--- config.mk ---
export PLATFORM = sky130hd
export DESIGN_NAME = timer_ctrl_flat
export DESIGN_NICKNAME = d
export VERILOG_FILES = /design/src/rtl/timer_ctrl_if.sv /design/src/rtl/timer_ctrl.sv /design/src/flat_wrapper.sv
export SDC_FILE = /design/constraint.sdc
export NUM_CORES = 1
export LEC_CHECK = 0
export CORE_MARGIN = 2
export CORE_UTILIZATION = 45
export DETAILED_ROUTE_END_ITERATION = 16
export HOLD_SLACK_MARGIN = 0.03
export MAX_ROUTING_LAYER = met4
export PLACE_DENSITY = 0.77
export REMOVE_ABC_BUFFERS = 1
export SLEW_MARGIN = 40
export SYNTH_ARGS = -nofsm -noshare
export SYNTH_HDL_FRONTEND = slang
export SYNTH_SLANG_ARGS = --single-unit
--- constraint.sdc ---
create_clock -name CLOCK -period 2.1 [get_ports CLOCK]
set_input_delay 0.42 -clock CLOCK [delete_from_list [all_inputs] [get_ports CLOCK]]
set_output_delay 0.42 -clock CLOCK [all_outputs]
set_load 0.05 [all_outputs]
--- src/rtl/timer_ctrl_if.sv ---
// Button/zero-flag inputs and tick/load/status outputs between the timer
// control stage and its environment (buttons and digit chain).
interface timer_ctrl_if;
  logic START;
  logic CLEAR;
  logic ZERO;
  logic EN;
  logic LOAD;
  logic RUNNING;
  logic BUZZ;

  modport master (output START, CLEAR, ZERO, input EN, LOAD, RUNNING, BUZZ);
  modport slave  (input START, CLEAR, ZERO, output EN, LOAD, RUNNING, BUZZ);
endinterface

--- src/rtl/timer_ctrl.sv ---
// Prescaler and START/CLEAR control FSM feeding the countdown digit chain.
// Emits one-cycle count ticks, preset loads, and a bounded alarm on timeout.
module timer_ctrl #(
  parameter int PRESCALE   = 4,
  parameter int BUZZ_TICKS = 3
) (
  input logic         CLOCK,
  input logic         RESET_N,
  timer_ctrl_if.slave bus
);
  localparam int PW = (PRESCALE > 1) ? $clog2(PRESCALE) : 1;
  localparam int BW = $clog2(BUZZ_TICKS + 1);

  typedef enum logic [1:0] {
    IDLE  = 2'd0,
    RUN   = 2'd1,
    PAUSE = 2'd2,
    ALARM = 2'd3
  } state_e;

  state_e          state_q, state_d;
  logic [PW-1:0]   presc_q, presc_d;
  logic [BW-1:0]   buzz_cnt_q, buzz_cnt_d;
  logic            start_d_q, clear_d_q;
  logic            en_q, en_d;
  logic            load_q, load_d;
  logic            running_q, running_d;
  logic            buzz_q, buzz_d;

  logic            start_rise, clear_rise, tick;
  logic [PW-1:0]   presc_nxt;

  always_comb begin
    start_rise = bus.START & ~start_d_q;
    clear_rise = bus.CLEAR & ~clear_d_q;
    tick       = (presc_q == PW'(PRESCALE - 1));
    presc_nxt  = tick ? '0 : presc_q + PW'(1);

    state_d    = state_q;
    presc_d    = presc_q;
    buzz_cnt_d = buzz_cnt_q;
    en_d       = 1'b0;
    load_d     = 1'b0;

    case (state_q)
      IDLE: begin
        presc_d    = '0;
        buzz_cnt_d = '0;
        if (clear_rise)
          load_d = 1'b1;
        else if (start_rise && !bus.ZERO)
          state_d = RUN;
      end
      RUN: begin
        if (clear_rise) begin
          state_d = IDLE;
          load_d  = 1'b1;
          presc_d = '0;
        end else if (bus.ZERO) begin
          // EN is gated here so the chain never wraps past all-zero
          state_d = ALARM;
          presc_d = '0;
        end else if (start_rise) begin
          // Hold the prescaler so a pending tick is issued after resume
          state_d = PAUSE;
        end else begin
          presc_d = presc_nxt;
          en_d    = tick;
        end
      end
      PAUSE: begin
        if (clear_rise) begin
          state_d = IDLE;
          load_d  = 1'b1;
          presc_d = '0;
        end else if (start_rise) begin
          state_d = RUN;
        end
      end
      ALARM: begin
        if (clear_rise || start_rise) begin
          state_d    = IDLE;
          load_d     = clear_rise;
          presc_d    = '0;
          buzz_cnt_d = '0;
        end else begin
          presc_d = presc_nxt;
          if (tick) begin
            if (buzz_cnt_q == BW'(BUZZ_TICKS - 1)) begin
              state_d    = IDLE;
              presc_d    = '0;
              buzz_cnt_d = '0;
            end else begin
              buzz_cnt_d = buzz_cnt_q + BW'(1);
            end
          end
        end
      end
      default: begin
        state_d    = IDLE;
        presc_d    = '0;
        buzz_cnt_d = '0;
      end
    endcase

    running_d = (state_d == RUN);
    buzz_d    = (state_d == ALARM);
  end

  always_ff @(posedge CLOCK or negedge RESET_N) begin
    if (!RESET_N) begin
      state_q    <= IDLE;
      presc_q    <= '0;
      buzz_cnt_q <= '0;
      start_d_q  <= 1'b0;
      clear_d_q  <= 1'b0;
      en_q       <= 1'b0;
      load_q     <= 1'b0;
      running_q  <= 1'b0;
      buzz_q     <= 1'b0;
    end else begin
      state_q    <= state_d;
      presc_q    <= presc_d;
      buzz_cnt_q <= buzz_cnt_d;
      start_d_q  <= bus.START;
      clear_d_q  <= bus.CLEAR;
      en_q       <= en_d;
      load_q     <= load_d;
      running_q  <= running_d;
      buzz_q     <= buzz_d;
    end
  end

  assign bus.EN      = en_q;
  assign bus.LOAD    = load_q;
  assign bus.RUNNING = running_q;
  assign bus.BUZZ    = buzz_q;
endmodule

--- src/flat_wrapper.sv ---
// flat-port wrapper written by rule: the top's interface ports become plain ports
module timer_ctrl_flat 
#(
  parameter int PRESCALE   = 4,
  parameter int BUZZ_TICKS = 3
)
  (CLOCK, RESET_N, bus_START, bus_CLEAR, bus_ZERO, bus_EN, bus_LOAD, bus_RUNNING, bus_BUZZ);
  timer_ctrl_if bus_i ();
  input logic CLOCK;
  input logic RESET_N;
  input wire logic [$bits(bus_i.START)-1:0] bus_START;
  input wire logic [$bits(bus_i.CLEAR)-1:0] bus_CLEAR;
  input wire logic [$bits(bus_i.ZERO)-1:0] bus_ZERO;
  output wire logic [$bits(bus_i.EN)-1:0] bus_EN;
  output wire logic [$bits(bus_i.LOAD)-1:0] bus_LOAD;
  output wire logic [$bits(bus_i.RUNNING)-1:0] bus_RUNNING;
  output wire logic [$bits(bus_i.BUZZ)-1:0] bus_BUZZ;
  assign bus_i.START = bus_START;
  assign bus_i.CLEAR = bus_CLEAR;
  assign bus_i.ZERO = bus_ZERO;
  assign bus_EN = bus_i.EN;
  assign bus_LOAD = bus_i.LOAD;
  assign bus_RUNNING = bus_i.RUNNING;
  assign bus_BUZZ = bus_i.BUZZ;
  timer_ctrl #(.PRESCALE(PRESCALE), .BUZZ_TICKS(BUZZ_TICKS)) u_core (.CLOCK(CLOCK), .RESET_N(RESET_N), .bus(bus_i));
endmodule
==> impl_metrics.tcl <==
set metrics [dict create \
    status "completed" \
    tns_ns 0 \
    ys_seq_area_share_pct 43.17 \
    io_buffer_count 8 \
    place_congestion 0.8186 \
    antenna_found_initial 0 \
    cap_violations 0 \
    n_antenna_cell 0 \
    setup_viol_count_final 0 \
    cts_tree "built" \
    area_delta_synth_final_pct 17.63 \
    p_switching_mw 0.4037 \
    clock_path_buffers 2 \
    die_w_um 43.32 \
    skew_ns 0.004218 \
    fp.dieH_um 43.32 \
    place_area_um2 795.8 \
    drt_iter0_markers 17 \
    endpoint_kind "output pin" \
    r2r_start "u_core.state_q[1]$_DFF_PN0_" \
    routed_wl_mm 1.332 \
    p_seq_share_pct 33.3 \
    firstDrtPassIters 4 \
    r2r-end "u_core.bus.BUZZ$_DFF_PN0_" \
    nets 85 \
    p_sw_share_pct 42.87 \
    synth_seq_cells 12 \
    die-area_um2 1877 \
    wl_per_cell_um 15.14 \
    drc_errors 0 \
    cts_setup_buffers 0 \
    critical_path.top_delay_family "buffers and inverters" \
    grt_pass1_wl_mm 2.318 \
    crit_required_ns 1.68 \
    path_clk_slew_ns 0.07 \
    cp-start-kind "register" \
    cts.sinks 12 \
    worst_ep_arrival_time_ns 1.40 \
    p_per_area_nw_per_um2 1151 \
    p_int_mw 0.5379 \
    timing.final.crit_share_pct 86.57 \
    row_count 14 \
    nFillCells 128 \
    dp_slack_ns 0.1899 \
    maxSlewViolCount 0 \
    final_util_pct 55.61 \
    worstSkewPairLatency_ns 0.27 \
    fmax_mhz 550.1 \
    ir_worst_vdd_uv 512.9 \
    grt_max_degree 13 \
    fin_ws_ns 0.2821 \
    crit_path_max_fanout 1 \
    p_total_mw 0.9417 \
    grt_pass1_vias 545 \
    dpl.hpwl_um 932.6 \
    leakagePower_nw 0.3734 \
    path_cells "clkdlybuf4s50_1" \
    ios 9 \
    synthesis.area_um2 695.7 \
    rsz0062_at_grt "no" \
    fin_crit_ns 1.818 \
    hold_viol 0 \
    path_buf_inv 1 \
    hold_path_class "in -> async" \
    p_clk_share_pct 14.7 \
    worst_pin_slew_ns 0.5656 \
    reg2reg_depth 6 \
    slowest_delay_ns 0.79 \
    avgSynthCellArea_um2 11.40 \
    ctsHoldBuffers 0 \
    final_cell_area_um2 818.3 \
    ys_warn_count 0 \
    coreArea_um2 1471 \
    cts_buffers 3 \
    vias 546 \
    viasPerCell 6.205 \
    yosysUniqueCellTypes 32 \
    ant_nets 0 \
    grt_use_total_pct 17.63 \
    cts_resized 0 \
    path_class "reg -> out" \
    max_slew_margin_pct 62.06 \
    slowest_stage "clkdlybuf4s50_1" \
    combinationalPowerShare_pct 52.0 \
    ff2ff_setup_slack_ns 0.30 \
    h-tree-depth 1 \
    initial_core_util_pct 47.28 \
    netlist_instances 61 \
    cts-root-buf "clkbuf_4" \
    grt_overflow 0 \
    layout-drive-gt1-share_pct 16.67 \
]
[cells by family (layout without fill, tap and decap cells)]
group	count (synthesis)	in the layout	synth area share (%)
buffers and inverters	5	16	3.057
AO/OA/AOI/OAI	21	21	25.18
multiplexers	1	1	1.619
AND/OR/NAND/NOR	16	16	16.19
adder cells (fa/ha/maj)	6	6	10.79
flip-flops	12	12	43.17
[final cells by class]
class                           count  area [µm²]  share of cell area, %
Clock buffer                        3       22.52                  2.752
Inverter                            5       21.27                  2.599
Multi-Input combinational cell     44       374.1                  45.72
Sequential cell                    12       300.3                  36.70
Tap cell                           16       20.02                  2.446
Timing Repair Buffer                8       80.08                  9.786
[worst max path at each step]
| stage | startpoint | to | slack (ns) | depth (start not counted) |
|---|---|---|---|---|
| 2_1_floorplan | u_core.state_q[1]$_DFF_PN0_ | u_core.bus.BUZZ$_DFF_PN0_ | 0.52 | 5 |
| 3_3_place_gp | bus_ZERO | u_core.presc_q[0]$_DFFE_PN0P_ | 0.19 | 5 |
| 3_5_place_dp | bus_CLEAR | u_core.bus.BUZZ$_DFF_PN0_ | 0.19 | 6 |
| 4_1_cts | u_core.bus.RUNNING$_DFF_PN0_ | bus_RUNNING | 0.28 | 1 |
| 5_1_grt | u_core.state_q[1]$_DFF_PN0_ | u_core.bus.BUZZ$_DFF_PN0_ | 0.12 | 6 |
| 6_report | u_core.bus.LOAD$_DFF_PN0_ | bus_LOAD | 0.28 | 1 |
[per-layer routing]
metal	share of wire, %	track usage, %	vias up
met2	46	26.57	14
met1	47	20.16	271
li1	-	-	256
met4	3.5	13.33	0
met3	3.8	3.830	5
met5	0	-	-
[placed cells by master, fill, tap and decap left out, drive strengths merged]
cell | synthesis | final
nand2b | 3 | 3
a31oi | 1 | 1
dfrtp | 12 | 12
nand2 | 1 | 1
o31ai | 2 | 2
a21oi | 3 | 3
a211oi | 2 | 2
a2111oi | 2 | 2
clkbuf | 0 | 3
nor2b | 3 | 3
nand3 | 2 | 2
and3 | 1 | 1
o21ai | 1 | 1
a21o | 2 | 2
a311o | 1 | 1
o221ai | 1 | 1
nor4b | 1 | 1
clkdlybuf4s50 | 0 | 8
a221o | 1 | 1
nor2 | 4 | 4
a22o | 2 | 2
a311oi | 1 | 1
o311a | 1 | 1
inv | 5 | 5
mux2 | 1 | 1
o21bai | 1 | 1
ha | 6 | 6
nand3b | 1 | 1
[synth_stat cells (all sizes together)]
library cell | number | area, µm²
a311o | 1 | 10.01
nand2 | 1 | 3.750
a211oi | 2 | 20.02
nand3b | 1 | 7.510
a311oi | 1 | 8.760
a21oi | 3 | 15.01
nand3 | 2 | 10.01
a31oi | 1 | 6.260
nor2b | 3 | 26.27
o311a | 1 | 10.01
nor4b | 1 | 15.01
nor2 | 4 | 17.52
mux2 | 1 | 11.26
and3 | 1 | 6.260
o221ai | 1 | 8.760
dfrtp | 12 | 300.3
o21ai | 1 | 5.000
a221o | 1 | 11.26
o31ai | 2 | 15.01
nand2b | 3 | 26.27
inv | 5 | 21.27
o21bai | 1 | 7.510
a21o | 2 | 15.01
ha | 6 | 75.07
a2111oi | 2 | 25.02
a22o | 2 | 17.52
[metrics by stage]
stage,instances,hold WS [ns]
6_report,88,0.4916
3_3_place_gp,85,0.5310
2_1_floorplan,61,0.1244
5_1_grt,88,0.5396
3_5_place_dp,85,0.5382
4_1_cts,88,0.5196
[sequential cells by signal (all words and copies together) (netlist names)]
register,flops
u_core.bus.BUZZ,1
u_core.bus.EN,1
u_core.bus.LOAD,1
u_core.bus.RUNNING,1
u_core.buzz_cnt_q,2
u_core.clear_d_q,1
u_core.presc_q,2
u_core.start_d_q,1
u_core.state_q,2
[power by group through the flow]
stage          Clock [mW]  Combinational (mW)  Sequential [mW]
6_report            0.139               0.489            0.314
2_1_floorplan           0               0.330            0.349
3_5_place_dp            0               0.474            0.317
5_1_grt             0.149               0.536            0.320
3_3_place_gp            0               0.462            0.315
4_1_cts             0.137               0.489            0.313
No activity file was read; power rests on OpenSTA's default activity.
